File: src/rtl/disp_capture_pkg.sv
// rtl/disp_capture_pkg.sv - shared display geometry, defaults and capture FSM encoding
package disp_capture_pkg;

   localparam int DIGITS      = 4;
   localparam int NIB_W       = 4;
   localparam int AN_W        = 4;
   localparam int SETTLE_DEF  = 4;
   localparam int TIMEOUT_DEF = 65535;

   typedef enum logic [1:0] {
      ST_WAIT   = 2'd0,
      ST_SETTLE = 2'd1,
      ST_HELD   = 2'd2
   } cap_state_t;

endpackage

File: src/rtl/disp_capture_an_onehot_decode.sv
// rtl/disp_capture_an_onehot_decode.sv - one-hot digit select to index plus validity flag
module an_onehot_decode
   import disp_capture_pkg::*;
(
   input  logic [AN_W-1:0] an,
   output logic [1:0]      idx,
   output logic            onehot_ok
);

   always_comb begin
      idx       = 2'd0;
      onehot_ok = 1'b0;
      case (an)
         4'b0001: begin idx = 2'd0; onehot_ok = 1'b1; end
         4'b0010: begin idx = 2'd1; onehot_ok = 1'b1; end
         4'b0100: begin idx = 2'd2; onehot_ok = 1'b1; end
         4'b1000: begin idx = 2'd3; onehot_ok = 1'b1; end
         default: ;
      endcase
   end

endmodule

File: src/rtl/disp_capture.sv
// rtl/disp_capture.sv - reconstructs a 4-digit frame from a multiplexed (AN, Hex) display bus
module disp_capture
   import disp_capture_pkg::*;
#(
   parameter int SETTLE  = SETTLE_DEF,
   parameter int TIMEOUT = TIMEOUT_DEF
) (
   input  logic                    clk,
   input  logic                    rst_n,
   input  logic [AN_W-1:0]         AN,
   input  logic [NIB_W-1:0]        Hex,
   output logic [DIGITS*NIB_W-1:0] Hexs,
   output logic [1:0]              scan,
   output logic                    frame_valid,
   output logic                    changed,
   output logic                    an_err,
   output logic                    stale
);

   localparam logic [3:0]  SETTLE_C  = 4'(SETTLE);
   localparam logic [15:0] TIMEOUT_C = 16'(TIMEOUT);

   logic [AN_W-1:0]         an_q, cand_an;
   logic [NIB_W-1:0]        hex_q, cand_hex;
   logic                    primed;
   logic [3:0]              cnt, cnt_d;
   cap_state_t              state, state_d;
   logic [DIGITS-1:0]       mask, mask_set;
   logic [DIGITS*NIB_W-1:0] shadow, shadow_new;
   logic [15:0]             idle;
   logic [1:0]              idx;
   logic                    onehot_ok, same, restart, cand_ld, capture, an_err_d;

   an_onehot_decode u_dec (
      .an        (an_q),
      .idx       (idx),
      .onehot_ok (onehot_ok)
   );

   assign same  = (an_q == cand_an) && (hex_q == cand_hex);
   assign stale = (idle == TIMEOUT_C);

   always_ff @(posedge clk or negedge rst_n) begin
      if (!rst_n) state <= ST_WAIT;
      else        state <= state_d;
   end

   // The reset value of an_q is not a real bus sample, so the first edge is skipped.
   always_comb begin
      state_d  = state;
      cnt_d    = cnt;
      restart  = 1'b0;
      cand_ld  = 1'b0;
      capture  = 1'b0;
      an_err_d = 1'b0;
      if (primed) begin
         case (state)
            ST_WAIT:   restart = 1'b1;
            ST_SETTLE: begin
               if (!same) begin
                  restart = 1'b1;
               end else if (cnt + 4'd1 == SETTLE_C) begin
                  capture = 1'b1;
                  state_d = ST_HELD;
               end else begin
                  cnt_d = cnt + 4'd1;
               end
            end
            ST_HELD:   restart = !same;
            default:   state_d = ST_WAIT;
         endcase
      end
      if (restart) begin
         if (onehot_ok) begin
            cnt_d   = 4'd1;
            cand_ld = 1'b1;
            state_d = ST_SETTLE;
         end else begin
            an_err_d = 1'b1;
            state_d  = ST_WAIT;
         end
      end
   end

   always_comb begin
      mask_set   = mask | ({{(DIGITS-1){1'b0}}, 1'b1} << idx);
      shadow_new = shadow;
      shadow_new[{idx, 2'b00} +: NIB_W] = hex_q;
   end

   always_ff @(posedge clk or negedge rst_n) begin
      if (!rst_n) begin
         an_q        <= '0;
         hex_q       <= '0;
         primed      <= 1'b0;
         cand_an     <= '0;
         cand_hex    <= '0;
         cnt         <= '0;
         mask        <= '0;
         shadow      <= '0;
         Hexs        <= '0;
         scan        <= '0;
         frame_valid <= 1'b0;
         changed     <= 1'b0;
         an_err      <= 1'b0;
         idle        <= '0;
      end else begin
         an_q        <= AN;
         hex_q       <= Hex;
         primed      <= 1'b1;
         cnt         <= cnt_d;
         an_err      <= an_err_d;
         frame_valid <= 1'b0;
         changed     <= 1'b0;
         if (cand_ld) begin
            cand_an  <= an_q;
            cand_hex <= hex_q;
         end
         if (capture) begin
            shadow <= shadow_new;
            scan   <= idx;
            idle   <= '0;
            // Completing the mask publishes the frame and starts collecting the next one.
            if (&mask_set) begin
               Hexs        <= shadow_new;
               frame_valid <= 1'b1;
               changed     <= (shadow_new != Hexs);
               mask        <= '0;
            end else begin
               mask <= mask_set;
            end
         end else if (idle != TIMEOUT_C) begin
            idle <= idle + 16'd1;
         end
      end
   end

endmodule

File: config.mk
export PLATFORM = sky130hd
export DESIGN_NAME = disp_capture
export DESIGN_NICKNAME = d
export VERILOG_FILES = /design/src/rtl/disp_capture_pkg.sv /design/src/rtl/disp_capture_an_onehot_decode.sv /design/src/rtl/disp_capture.sv
export SDC_FILE = /design/constraint.sdc
export NUM_CORES = 1
export LEC_CHECK = 0
export CAP_MARGIN = 25
export CORE_MARGIN = 2
export CORE_UTILIZATION = 40
export CTS_CLUSTER_DIAMETER = 80
export DETAILED_ROUTE_END_ITERATION = 8
export GPL_TIMING_DRIVEN = 0
export SYNTH_ARGS = -nofsm -noshare
export SYNTH_HDL_FRONTEND = slang
export SYNTH_SLANG_ARGS = --single-unit
File: constraint.sdc
create_clock -name clk -period 3.8 [get_ports clk]
set_input_delay 0.76 -clock clk [delete_from_list [all_inputs] [get_ports clk]]
set_output_delay 0.76 -clock clk [all_outputs]
set_load 0.03 [all_outputs]
==> summary.md, run 1 <==
| Metric | Value |
|---|---|
| Status | finished clean |
| Area fraction of the dominant cell type after synthesis | 48.4% |
| Final Cell Area | 0.00482 sq mm |
| Critical path fanouts, max | 10 |
| Peak VDD IR | 0.177 mV |
| Final Hold Fails | 0 |
| Synthesized net count | 390 |
| Crit-path cells | buf_4, xnor2_1, nor3_1, inv_1, ha_1, clkbuf_1, nand3b_1, a21oi_1, a22oi_1, xnor2_1, nor4_1, a31oi_1 |
| Metal2 WL | 3.47 mm |
| Routed met3 length | 222 um |
| Antenna viol nets, final | 0 |
| Unique masters post-synth | 53 |
| Crit path DAT | 3.55 ns |
| DRT Pass-1 Iters | 4 |
| Wire per inst | 13.7 um |
| GRT Total Usage | 14.8% |
| Slowest stage cell on the critical path | nor3_1 |
| DP Area | 0.00464 sq mm |
| Std cell rows | 37 |
| Most common cell on crit path | xnor2_1 |
| Highest routed layer | met4 |
| Delay-heaviest family, CP | simple AND/OR/NAND/NOR gates |
| CP Buf/Inv Count | 3 |
| Slew headroom | 45.7% |
| FMAX | 0.300 GHz |
| Tcrit/Tclk final | 87.6% |
| N_diodes | 0 |
| TNS Setup | 0 ns |
| RSZ-0062 raised after global routing | no |
| Die X | 106 um |
| Post-CTS setup buffers | 0 |
| CP required | 4.02 ns |
| Pwr Total | 1.72 mW |
| Final wirelength | 7.57 mm |
| Most common cell in the netlist | dfrtp_1 |
| Avg Inst Size Synth | 11.2 sq um |
| Largest stage delay on the critical path | 0.49 ns |
| Area contributors post-synth | dfrtp_1 48%, mux2i_1 4.6%, xnor2_1 4.2% |
| Number of setup violations in the final report | 0 |
| Starting utilization of the core area | 40.6% |
| Synthesized instance count | 371 |
| CTS tree | yes |
| Largest net degree at the start of global routing | 42 |
| Switch share | 24.6% |
| Worst hold margin | 0.377 ns |
| P&R area growth vs syn | 16.5% |
| Clk pwr share | 35.7% |
| Leak | 2.14 nW |
| Antenna violations before repair | 0 |
| Worst setup SP type | flop |
| Pint | 1.29 mW |
| Skew-Pair Late Insertion Delay | 0.36 ns |
| Final nets | 433 |
| Clock sinks | 80 |
| Synth warn | 0 |
| Worst hold path class | in2async |
| Gate power share | 10.9% |
| Worst R2R End | changed$_DFF_PN0_ |
| Final worst path period need | 3.33 ns |
| Hold_buf cts | 0 |
| Clock Skews | 0.0140 ns |
| Root Driver | clkbuf_8 |
| Reg2reg path depth | 12 |
| Post_cts resized | 0 |
| H-tree depth | 3 |
| Switching Power | 0.423 mW |
| Share of cells above drive strength 1 | 13.6% |
| IO Port Bufs | 31 |
| Remaining routing DRC violations | 0 |
| Finished Core Util | 47.3% |
| Top cells by count, synth | 80 x dfrtp_1, 27 x nor2_1, 25 x inv_1 |
| Reg2reg setup slack | 0.47 ns |
| Worst-Margin Slew | 0.807 ns |
| Vias in the first global route | 2697 |
| Maxcap violations | 0 |
| Max-slew violations | 0 |
| GPL Wtd Cong | 0.776 |
| I/O pin count | 32 |
| Cell taking the most area after synthesis | dfrtp_1 |
| Num CTS Buffers | 9 |
| Clock Pin Slew Worst Setup and Hold Paths | 0.08 ns |
| Ys async rst share | 100% |
| Cell Area, Synth | 0.00414 sq mm |
| Via density | 5.01 |
| Post-DP HPWL | 5.34 mm |
| Die Span Y | 106 um |
| Critical path class | reg2reg |
| Gr ovfl total | 0 |
| # fillers | 964 |
| Power density cells | 356 mW/mm^2 |
| Yosys reg bits | 80 |
| Top FF cell, synth | dfrtp_1 |
| Starting DRT DRC Count | 127 |
| Sequential Power Share | 53.4% |
| Register area share after synthesis | 48.4% |
| Number of synthesized flops with an enable pin | 0 |
| Worst r2r src | an_q[2]$_DFF_PN0_ |
| Die ar. | 0.0112 sq mm |
| CP endpoint kind | flop |
| First-pass GRT wire length | 13.1 mm |
| Bufs on Longest Clock Path | 2 |
| WL met1 | 3.74 mm |
| Vias | 2774 |
| Core area | 0.0102 sq mm |
## sequential cells by signal (all words and copies together) (netlist names)
| register | cells |
|---|---|
| Hexs | 16 |
| mask | 4 |
| changed | 1 |
| an_q | 4 |
| idle | 16 |
| scan | 2 |
| shadow | 16 |
| cand_an | 4 |
| primed | 1 |
| hex_q | 4 |
| frame_valid | 1 |
| state | 2 |
| cnt | 4 |
| cand_hex | 4 |
| an_err | 1 |
## layout make-up
type | count | area, sq um | area share, %
clock buffer | 11 | 141 | 2.93
multi-input combinational | 247 | 1860 | 38.5
inverter | 26 | 97.6 | 2.02
sequential | 80 | 2000 | 41.5
clock inverter | 4 | 45.0 | 0.934
buffer | 18 | 181 | 3.76
tap | 136 | 170 | 3.53
timing repair buffer | 32 | 328 | 6.80
## power by group through the flow
stage	sequential [mW]	clock, mW	combinational (mW)
4_1_cts	0.916	0.634	0.190
3_3_place_gp	0.931	0	0.185
3_5_place_dp	0.932	0	0.189
2_1_floorplan	0.929	0	0.134
6_report	0.916	0.613	0.187
5_1_grt	0.921	0.670	0.210
## cells in the final DEF, fill, tap and decap left out, types with 4 or more instances in the layout
master / instances
and2_1: 5
a22oi_1: 5
nor2b_1: 9
ha_1: 9
mux2i_1: 19
nand2_4: 4
mux2_4: 8
nand3_1: 9
a21oi_1: 13
nor3_1: 13
clkdlybuf4s50_1: 30
dfrtp_1: 80
nor2_1: 27
xnor2_1: 20
xor2_1: 18
nor4_1: 6
nand2_1: 13
o21ai_0: 7
a31oi_1: 7
inv_1: 25
buf_4: 4
clkbuf_8: 15
buf_6: 5
a22o_1: 18
## how the worst max path moves through the flow
stage                                  from             endpoint  slack [ns]  cells past startpoint
after detailed placement  an_q[2]$_DFF_PN0_    changed$_DFF_PN0_        0.46                     12
after global routing      an_q[2]$_DFF_PN0_    changed$_DFF_PN0_        0.19                     12
after CTS                 an_q[2]$_DFF_PN0_    changed$_DFF_PN0_        0.46                     12
final                     an_q[2]$_DFF_PN0_    changed$_DFF_PN0_        0.47                     12
after floorplan           an_q[2]$_DFF_PN0_    changed$_DFF_PN0_        1.09                     11
after global placement                rst_n  Hexs[9]$_DFFE_PN0P_       -0.95                      1
## metal layers
layer | GRT usage, % | vias up
li1 | - | 1373
met1 | 21.2 | 1356
met2 | 21.8 | 35
met3 | 2.66 | 10
met4 | 6.48 | 0
met5 | 0 | -
## metrics by stage
step / worst slack (ns) / std cells
6_report: 0.470 / 554
5_1_grt: 0.192 / 554
4_1_cts: 0.456 / 554
3_5_place_dp: 0.464 / 539
3_3_place_gp: -0.947 / 538
2_1_floorplan: 1.09 / 371
## cells by family (layout without fill, tap and decap cells)
logic type / after synthesis / in the layout / synth area share [%]
mux: 30 / 30 / 8.32
xor+xnor: 38 / 38 / 8.04
compound gates: 60 / 60 / 10.1
other cells: 1 / 1 / 0.0906
flops: 80 / 80 / 48.4
simple gates: 108 / 108 / 15.4
buf+inv: 44 / 91 / 6.74
fa+ha+maj: 10 / 10 / 2.99
No activity file was read; power rests on OpenSTA's default activity.
==> inputs of run 2 (changes only) <==
- CORE_UTILIZATION: 40 -> 42
- CTS_CLUSTER_DIAMETER: 80 -> default
==> run 2 against run 1 <==
  * Final area increased by 1.3%
  * Non-clock buffer count is the same
  * Global-route usage increased by 1.3 points
  * Largest cell class unchanged
==> summary.md, run 2 (synthesized netlist as in run 1, its figures left out) <==
| Metric | Value |
|---|---|
| Worst r2r src | an_q[2]$_DFF_PN0_ |
| Std cell rows | 36 (-2.7%) |
| Peak VDD IR | 0.149 mV (-16%) |
| Final Cell Area | 0.00488 sq mm (+1.3%) |
| DP Area | 0.00464 sq mm (about the same) |
| Hold_buf cts | 0 (unchanged) |
| IO Port Bufs | 31 (unchanged) |
| Clock Pin Slew Worst Setup and Hold Paths | 0.09 ns (about the same) |
| Final nets | 433 (unchanged) |
| I/O pin count | 32 (unchanged) |
| Largest net degree at the start of global routing | 50 (+19%) |
| FMAX | 0.299 GHz (-0.29%) |
| Critical path fanouts, max | 10 (unchanged) |
| Register Area | 0.00200 sq mm (unchanged) |
| Commonest non-fill, non-tap cell in the layout | dfrtp_1 |
| Max-slew violations | 0 (unchanged) |
| Via density | 5.00 (about the same) |
| Die Span Y | 103 um (-2.3%) |
| Worst setup SP type | flop |
| Starting DRT DRC Count | 133 (+4.7%) |
| GPL Wtd Cong | 0.782 (+0.76%) |
| Root Driver | clkbuf_8 |
| Crit path DAT | 3.56 ns (about the same) |
| Num CTS Buffers | 9 (unchanged) |
| # fillers | 888 (-7.9%) |
| Slew headroom | 47.7% (+2.1 points) |
| Vias | 2762 (-0.43%) |
| Power density cells | 382 mW/mm^2 (+7.3%) |
| Clock sinks | 80 (unchanged) |
| DRT Pass-1 Iters | 4 (unchanged) |
| First-pass GRT wire length | 13.1 mm (+0.26%) |
| Biggest regs | Hexs: 16 flops, idle: 16 flops, shadow: 16 flops |
| Starting utilization of the core area | 42.7% (+2.1 points) |
| Pwr Total | 1.86 mW (+8.7%) |
| CP required | 4.02 ns (about the same) |
| N_diodes | 0 (unchanged) |
| Finished Core Util | 50.4% (+3.1 points) |
| H-tree depth | 3 (unchanged) |
| Antenna viol nets, final | 0 (unchanged) |
| Final worst path period need | 3.34 ns (+0.00968 ns) |
| Crit path from | an_q[2]$_DFF_PN0_ |
| Worst-Margin Slew | 0.776 ns (-0.0306 ns) |
| Post_cts resized | 0 (unchanged) |
| Cell count after placement | 536 (-0.56%) |
| Critical path class | reg2reg |
| Area of the multi-input gates | 0.00186 sq mm (unchanged) |
| Post-CTS setup buffers | 0 (unchanged) |
| Tcrit/Tclk final | 87.9% (+0.25 points) |
| Core area | 0.00968 sq mm (-4.9%) |
| Leak | 2.16 nW (+1.1%) |
| Worst hold path class | in2async |
| P&R area growth vs syn | 18.0% |
| Clock Skews | 0.0129 ns (-0.00108 ns) |
| Post-DP HPWL | 5.29 mm (-0.94%) |
| Wire per inst | 13.8 um (+1.2%) |
| Bufs on Longest Clock Path | 2 (unchanged) |
| Die X | 103 um (-2.3%) |
| Most frequent cells in the layout | 80 x dfrtp_1, 30 x clkdlybuf4s50_1, 27 x nor2_1, 25 x inv_1, 20 x xnor2_1 |
| Die ar. | 0.0107 sq mm (-4.6%) |
| Number of setup violations in the final report | 0 (unchanged) |
| GRT Total Usage | 16.1% (+1.3 points) |
| CP endpoint kind | flop |
| Non-filler cells, final | 552 (-0.36%) |
| Antenna violations before repair | 0 (unchanged) |
| Vias in the first global route | 2627 (-2.6%) |
| Skew-Pair Late Insertion Delay | 0.35 ns (about the same) |
| Remaining routing DRC violations | 0 (unchanged) |
| Status | finished clean |
| CTS tree | yes |
| Final wirelength | 7.63 mm (+0.81%) |
| Gr ovfl total | 0 (unchanged) |
| Share of cells above drive strength 1 | 14.1% (+0.44 points) |
| Final Hold Fails | 0 (unchanged) |
| Maxcap violations | 0 (unchanged) |
| RSZ-0062 raised after global routing | no |
==> run 2: worst paths after layout <==
| check | to | slack (ns) | cells after the start |
|---|---|---|---|
| setup reg to reg | changed$_DFF_PN0_ | 0.46 | 12 |
| hold / removal | idle[10]$_DFFE_PN0P_ | 0.33 | 1 |
| setup / recovery | changed$_DFF_PN0_ | 0.46 | 12 |
| max in group asynchronous | shadow[15]$_DFFE_PN0P_ | 2.86 | 2 |
| hold reg to reg | mask[0]$_DFFE_PN0P_ | 0.50 | 2 |
| min in group clk | mask[0]$_DFFE_PN0P_ | 0.50 | 2 |
==> run 2: worst max-delay path: stages (launching register included) <==
cell      delay, ns
dfrtp_1        0.36
buf_4          0.15
xnor2_1        0.12
nor3_1         0.52
inv_1          0.18
ha_1           0.23
clkbuf_1       0.21
nand3b_1       0.21
a21oi_1        0.35
a22oi_1        0.23
xnor2_1        0.18
nor4_1         0.35
a31oi_1        0.12
==> run 2: metrics by stage <==
step	hold slack (ns)	setup TNS, ns	setup WS (ns)
after floorplan	0.463	0	1.09
after global placement	0.478	-81.54	-1.02
after detailed placement	0.485	0	0.382
after CTS	0.343	0	0.368
after global routing	0.358	0	0.0833
final	0.333	0	0.461
==> run 2: power breakdown <==
group | leakage [nW] | switching (mW) | internal (mW)
clock | 0.119 | 0.323 | 0.437
combinational | 0.986 | 0.0976 | 0.0914
sequential | 1.06 | 0.0277 | 0.887
==> run 2: layout make-up <==
type	count	area share (%)
Buffer	18	3.72
Clock buffer	9	2.54
Clock inverter	7	2.46
Inverter	26	2.00
Multi-Input combinational cell	247	38.0
Sequential cell	80	41.0
Tap cell	133	3.41
Timing Repair Buffer	32	6.87
==> run 2: metal layers <==
metal / part of all wire (%) / vias up / track usage (%)
met5: 0 / - / 0
met4: 1.5 / 0 / 5.16
met3: 4.5 / 9 / 3.49
met2: 43 / 55 / 23.3
met1: 51 / 1328 / 24.0
li1: - / 1370 / -
